`src/rtl/adc_pkg.sv`:
```
// Shared definitions for the emulated ADC and the controller that drives it.
package adc_pkg;

  // Width of one ADC conversion result.
  localparam int ADC_VALUE_W = 14;

  // System clocks per emulated ADC tick (50 MHz system clock -> 2.5 MHz ADC).
  localparam int ADC_CLK_DIV_DEFAULT = 20;

  // Responder states, shared so the controller can mirror them when debugging.
  typedef enum logic [1:0] {
    ST_OFF   = 2'd0,
    ST_READY = 2'd1,
    ST_REQ   = 2'd2,
    ST_CONV  = 2'd3
  } adc_state_e;

endpackage : adc_pkg

```
`src/rtl/adc_tick_gen.sv`:
```
// Clock-enable divider: one-clk tick every CLK_DIV system clocks.
module adc_tick_gen
  import adc_pkg::*;
#(
  parameter int CLK_DIV = ADC_CLK_DIV_DEFAULT
) (
  input  logic clk,
  input  logic rst_i,
  output logic tick_o
);

  localparam int                 CNT_W   = (CLK_DIV > 1) ? $clog2(CLK_DIV) : 1;
  localparam logic [CNT_W-1:0]   CNT_MAX = CNT_W'(CLK_DIV - 1);

  logic [CNT_W-1:0] cnt_q, cnt_d;

  // Free-running count 0..CLK_DIV-1, wrapping after the tick.
  always_comb begin
    cnt_d = (cnt_q == CNT_MAX) ? '0 : cnt_q + CNT_W'(1);
  end

  // Counter register.
  // NOTE: sequential state uses <= so every flop samples pre-edge values.
  always_ff @(posedge clk or posedge rst_i) begin
    if (rst_i) cnt_q <= '0;
    else       cnt_q <= cnt_d;
  end

  assign tick_o = (cnt_q == CNT_MAX);

endmodule : adc_tick_gen

```
`src/rtl/adc_responder.sv`:
```
// Emulated ADC: accepts a level request, averages 2^AVG_LOG2 samples taken
// on ADC ticks and presents the result with a ready/busy handshake.
module adc_responder
  import adc_pkg::*;
#(
  parameter int CLK_DIV       = ADC_CLK_DIV_DEFAULT,
  parameter int MIN_REQ_TICKS = 4,
  parameter int AVG_LOG2      = 4
) (
  input  logic                   clk,
  input  logic                   rst_i,
  input  logic                   adcen,
  input  logic                   adcreqi,
  input  logic [ADC_VALUE_W-1:0] sample_i,
  output logic                   adcrdy,
  output logic [ADC_VALUE_W-1:0] adcvalue,
  output logic                   conv_done
);

  localparam int ACC_W = ADC_VALUE_W + AVG_LOG2;   // sum of 2^AVG_LOG2 samples cannot overflow
  localparam int SMP_W = AVG_LOG2 + 1;
  localparam int REQ_W = $clog2(MIN_REQ_TICKS + 1);

  localparam logic [SMP_W-1:0] SMP_LAST = SMP_W'((1 << AVG_LOG2) - 1);
  localparam logic [REQ_W-1:0] REQ_MIN  = REQ_W'(MIN_REQ_TICKS);

  logic                   tick;
  adc_state_e             state_q, state_d;
  logic [REQ_W-1:0]       req_cnt_q, req_cnt_d;
  logic [SMP_W-1:0]       smp_cnt_q, smp_cnt_d;
  logic [ACC_W-1:0]       acc_q, acc_d, acc_sum;
  logic [ADC_VALUE_W-1:0] value_q, value_d;
  logic                   done_q, done_d;

  adc_tick_gen #(.CLK_DIV(CLK_DIV)) u_tick_gen (
    .clk    (clk),
    .rst_i  (rst_i),
    .tick_o (tick)
  );

  assign acc_sum = acc_q + ACC_W'(sample_i);

  // Next-state and datapath decisions; adcen low overrides everything.
  // NOTE: every output of this block gets a default first, so no latches form.
  always_comb begin
    state_d   = state_q;
    req_cnt_d = req_cnt_q;
    smp_cnt_d = smp_cnt_q;
    acc_d     = acc_q;
    value_d   = value_q;
    done_d    = 1'b0;
    if (!adcen) begin
      state_d = ST_OFF;
    end else begin
      unique case (state_q)
        ST_OFF: begin
          if (tick) state_d = ST_READY;
        end
        ST_READY: begin
          if (adcreqi) begin
            state_d   = ST_REQ;
            req_cnt_d = '0;
          end
        end
        ST_REQ: begin
          if (adcreqi) begin
            if (tick && req_cnt_q < REQ_MIN) req_cnt_d = req_cnt_q + REQ_W'(1);
          end else if (req_cnt_q >= REQ_MIN) begin
            state_d   = ST_CONV;
            acc_d     = '0;
            smp_cnt_d = '0;
          end else begin
            state_d = ST_READY;  // too short: treated as a glitch
          end
        end
        ST_CONV: begin
          if (tick) begin
            acc_d = acc_sum;
            if (smp_cnt_q == SMP_LAST) begin
              value_d = acc_sum[ACC_W-1 -: ADC_VALUE_W];
              done_d  = 1'b1;
              state_d = ST_READY;
            end else begin
              smp_cnt_d = smp_cnt_q + SMP_W'(1);
            end
          end
        end
        default: state_d = ST_OFF;
      endcase
    end
  end

  // State and datapath registers, all cleared by reset.
  always_ff @(posedge clk or posedge rst_i) begin
    if (rst_i) begin
      state_q   <= ST_OFF;
      req_cnt_q <= '0;
      smp_cnt_q <= '0;
      acc_q     <= '0;
      value_q   <= '0;
      done_q    <= 1'b0;
    end else begin
      state_q   <= state_d;
      req_cnt_q <= req_cnt_d;
      smp_cnt_q <= smp_cnt_d;
      acc_q     <= acc_d;
      value_q   <= value_d;
      done_q    <= done_d;
    end
  end

  assign adcrdy    = (state_q == ST_READY);
  assign adcvalue  = value_q;
  assign conv_done = done_q;

endmodule : adc_responder

```
`config.mk`:
```
export PLATFORM = sky130hd
export DESIGN_NAME = adc_responder
export DESIGN_NICKNAME = d
export VERILOG_FILES = /design/src/rtl/adc_pkg.sv /design/src/rtl/adc_tick_gen.sv /design/src/rtl/adc_responder.sv
export SDC_FILE = /design/constraint.sdc
export NUM_CORES = 1
export LEC_CHECK = 0
export BUFFER_PORTS_ARGS = -buffer_cell sky130_fd_sc_hd__buf_2
export CAP_MARGIN = 20
export CORE_UTILIZATION = 40
export DETAILED_ROUTE_END_ITERATION = 6
export PLACE_DENSITY_LB_ADDON = 0.08
export SETUP_SLACK_MARGIN = 0.1
export SLEW_MARGIN = 5
export SYNTH_ARGS = -nofsm -noshare
export SYNTH_HDL_FRONTEND = slang
export SYNTH_HIERARCHICAL = 1
export SYNTH_SLANG_ARGS = --single-unit
```
`constraint.sdc`:
```
create_clock -name clk -period 5.8 [get_ports clk]
set_input_delay 1.16 -clock clk [delete_from_list [all_inputs] [get_ports clk]]
set_output_delay 1.16 -clock clk [all_outputs]
set_load 0.005 [all_outputs]
```
==> summary.md <==
| Metric | Value |
|---|---|
| Status | `finished, final reports clean` |
| Starting density of the core | `41.4%` |
| # nets final | `370` |
| Predominant post-synthesis flop cell | `dfrtp_1` |
| Post-synth EDFFs | `0` |
| Die ar. | `~0.0073 mm²` |
| DRC | `0` |
| Total GRT Usage | `17.3%` |
| Worst-path maximum fanout | `4` |
| Fmax | `316 MHz` |
| Core box area | `0.00676 mm²` |
| Power Total | `0.000628 W` |
| Detailed Route WL | `around 5600 µm` |
| Mean Syn Cell Area | `9.48 µm²` |
| Number of port buffers | `33` |
| Gpl congestion | `~0.75` |
| Routed Antenna Nets | `0` |
| Fill cell count | `678` |
| Max VDD drop | `around 0.077 mV` |
| Final hold violations | `0` |
| Setup TNS | `0 ps` |
| Synth top area cells | `dfrtp_1 (43%), ha_1 (9.8%), nand2_1 (6.3%)` |
| RSZ-0062 raised after global routing | `false` |
| Fin cells | `410` |
| Synth warnings | `6` |
| Post-DP HPWL | `4020 µm` |
| Row count | `30` |
| Worst R2R Setup Slack | `roughly 2900 ps` |
| # hold bufs at CTS | `0` |
| Worst reg2reg startpoint | `state_q[0]` |
| Final Hold Slack | `around 470 ps` |
| Final worst path period share | `between 50% and 60%` |
| Top cell type by total area after synthesis | `dfrtp_1` |
| Share of layout cells above drive strength 1 | `16.7%` |
| Via density per instance | `5.23` |
| Cts repair resizes | `0` |
| Final Max Slew Viols | `0` |
| # H-tree levels | `2` |
| Endpoints failing setup | `0` |
| CP Launch Type | `primary input` |
| First-pass GRT wire length | `10100 µm` |
| Seq/Total Area, Yosys | `43.0%` |
| Syn Inst Count | `295` |
| Crit path DAT | `approximately 3300 ps` |
| CTS Sinks | `48` |
| Number of CTS-inserted buffers | `5` |
| Clk root buf | `clkbuf_8` |
| Synth Cell Area | `~0.0028 mm²` |
| Hold crit path type | `register to register` |
| Largest net degree at the start of global routing | `44` |
| Worst-Margin Slew | `a little over 900 ps` |
| CTS tree | `built` |
| Clock buffer depth | `2` |
| Via count | `2145` |
| Area grow syn2layout | `13.1%` |
| R2r endpoint | `smp_cnt_q[0]` |
| Crit end category | `register` |
| Max Cap Viol | `0` |
| Post-CTS Setup Bufs | `0` |
| CTS clock-pin slew for the worst setup and hold paths | `100 ps` |
| Synthesized net count | `336` |
| Slew margin rel. | `between 30% and 40%` |
| Worst skew pair latency | `300 ps` |
| # IOs | `34` |
| Netlist cell types | `48` |
| Class of the most critical setup path | `primary input to register` |
| Starting DRT DRC Count | `72` |
| Async set or reset register ratio after synthesis | `100%` |
| Share of the synthesized area in the top cell type | `43.0%` |
| P per Cell Area | `~200 mW/mm²` |
| Die H | `85.6 µm` |
| Initial antenna violation count | `0` |
| Setup Skew | `10.1 ps` |
| Register bit total from synthesis | `48` |
| Setup crit end | `adcvalue[12]` |
| Grt ovf | `0` |
| Critical Path RT | `5980 ps` |
| Diodes inserted | `0` |
| P_leak | `1.52 nW` |
| Total iterations of the first detailed-routing run | `4` |
| Final min period | `3160 ps` |
| Cells on worst reg2reg path | `7` |
| Dpl cells | `402` |
| Crit path from | `sample_i[0]` |
| Vias in the first global route | `2044` |
| WL/cell | `13.8 µm` |
| Die Wd | `85.6 µm` |
## cells by family (layout without fill, tap and decap cells)
kind of cell	count (synthesis)	count (layout)	synth area share, %
XOR/XNOR	15	15	4.70
AND/OR/NAND/NOR	94	94	15.8
multiplexers	2	2	0.806
adder cells (fa/ha/maj)	23	23	10.6
buffers and inverters	23	58	3.09
flip-flops	48	48	43.0
AO/OA/AOI/OAI	90	90	22.1
## metrics by stage
step,util (%),area [µm²],setup slack (ps)
after global routing,46.8,3160,2520
after detailed placement,45.1,3050,2360
after global placement,45.1,3050,2370
final,46.8,3160,2640
after CTS,46.8,3160,2670
after floorplan,-,2800,2630
## routing by layer
layer | track usage [%] | vias up | wire (µm)
met5 | 0 | - | 0
met4 | 5.45 | 0 | 59
met3 | 3.37 | 4 | 127
met2 | 25.8 | 22 | 2430
met1 | 25.4 | 991 | 3030
li1 | - | 1128 | -
## Yosys cell counts (5+ instances only)
master,n
xor2_1,8
a21oi_1,13
o21ai_0,29
a21o_1,5
clkbuf_1,9
nor2_1,18
xnor2_1,7
nand3_1,6
inv_1,12
dfrtp_1,48
ha_1,22
o211ai_1,13
nand2_1,47
## power breakdown
group	switching (W)	leakage, nW	internal (W)	total (W)
logic	0.0000267	0.826	0.0000170	0.0000437
clock network	0.000114	0.0541	0.000128	0.000242
registers	0.00000393	0.640	0.000339	0.000343
total	0.000145	1.52	0.000483	0.000628
## cells in the final DEF (no fill, tap or decap), drive strengths merged, types with 3 or more instances in the layout
cell / n
dfrtp: 48
nand2: 47
buf: 36
o21ai: 32
ha: 22
nor2: 18
o211ai: 14
a21oi: 13
inv: 13
xor2: 8
xnor2: 7
nand3: 6
a21o: 5
clkbuf: 5
and3: 4
a31oi: 4
and2: 3
o21a: 3
nand4: 3
o31ai: 3
or3: 3
## flip-flops by register name (all words and copies together), names as in the netlist
name,flops
u_tick_gen/cnt_q,5
acc_q,18
conv_done,1
adcvalue,14
smp_cnt_q,5
state_q,2
req_cnt_q,3
## final cells by class
class	instances	area (µm²)	share of cell area, %
Multi-Input combinational cell	224	1510	47.7
Sequential cell	48	1200	38.0
Clock buffer	5	68.8	2.18
Tap cell	80	100	3.17
Clock inverter	3	42.5	1.35
Timing Repair Buffer	36	188	5.94
Inverter	14	52.6	1.66
## worst max-delay path, stage by stage
cell and delay, ps:
buf_2 100, ha_1 210, fa_1 400, a21o_1 220, a221oi_2 370, o22ai_2 200
a2111oi_4 440, or3_1 160, a31oi_1 70
## worst min-delay path by stage
stage	start	to	cells after the start
4_1_cts	u_tick_gen/cnt_q[0]	u_tick_gen/cnt_q[0]	1
5_1_grt	adcvalue[6]	adcvalue[6]	2
2_1_floorplan	u_tick_gen/cnt_q[0]	u_tick_gen/cnt_q[0]	1
6_report	u_tick_gen/cnt_q[0]	u_tick_gen/cnt_q[0]	1
3_5_place_dp	u_tick_gen/cnt_q[0]	u_tick_gen/cnt_q[0]	1
3_3_place_gp	u_tick_gen/cnt_q[0]	u_tick_gen/cnt_q[0]	1
(Power assumes the default switching activity.)
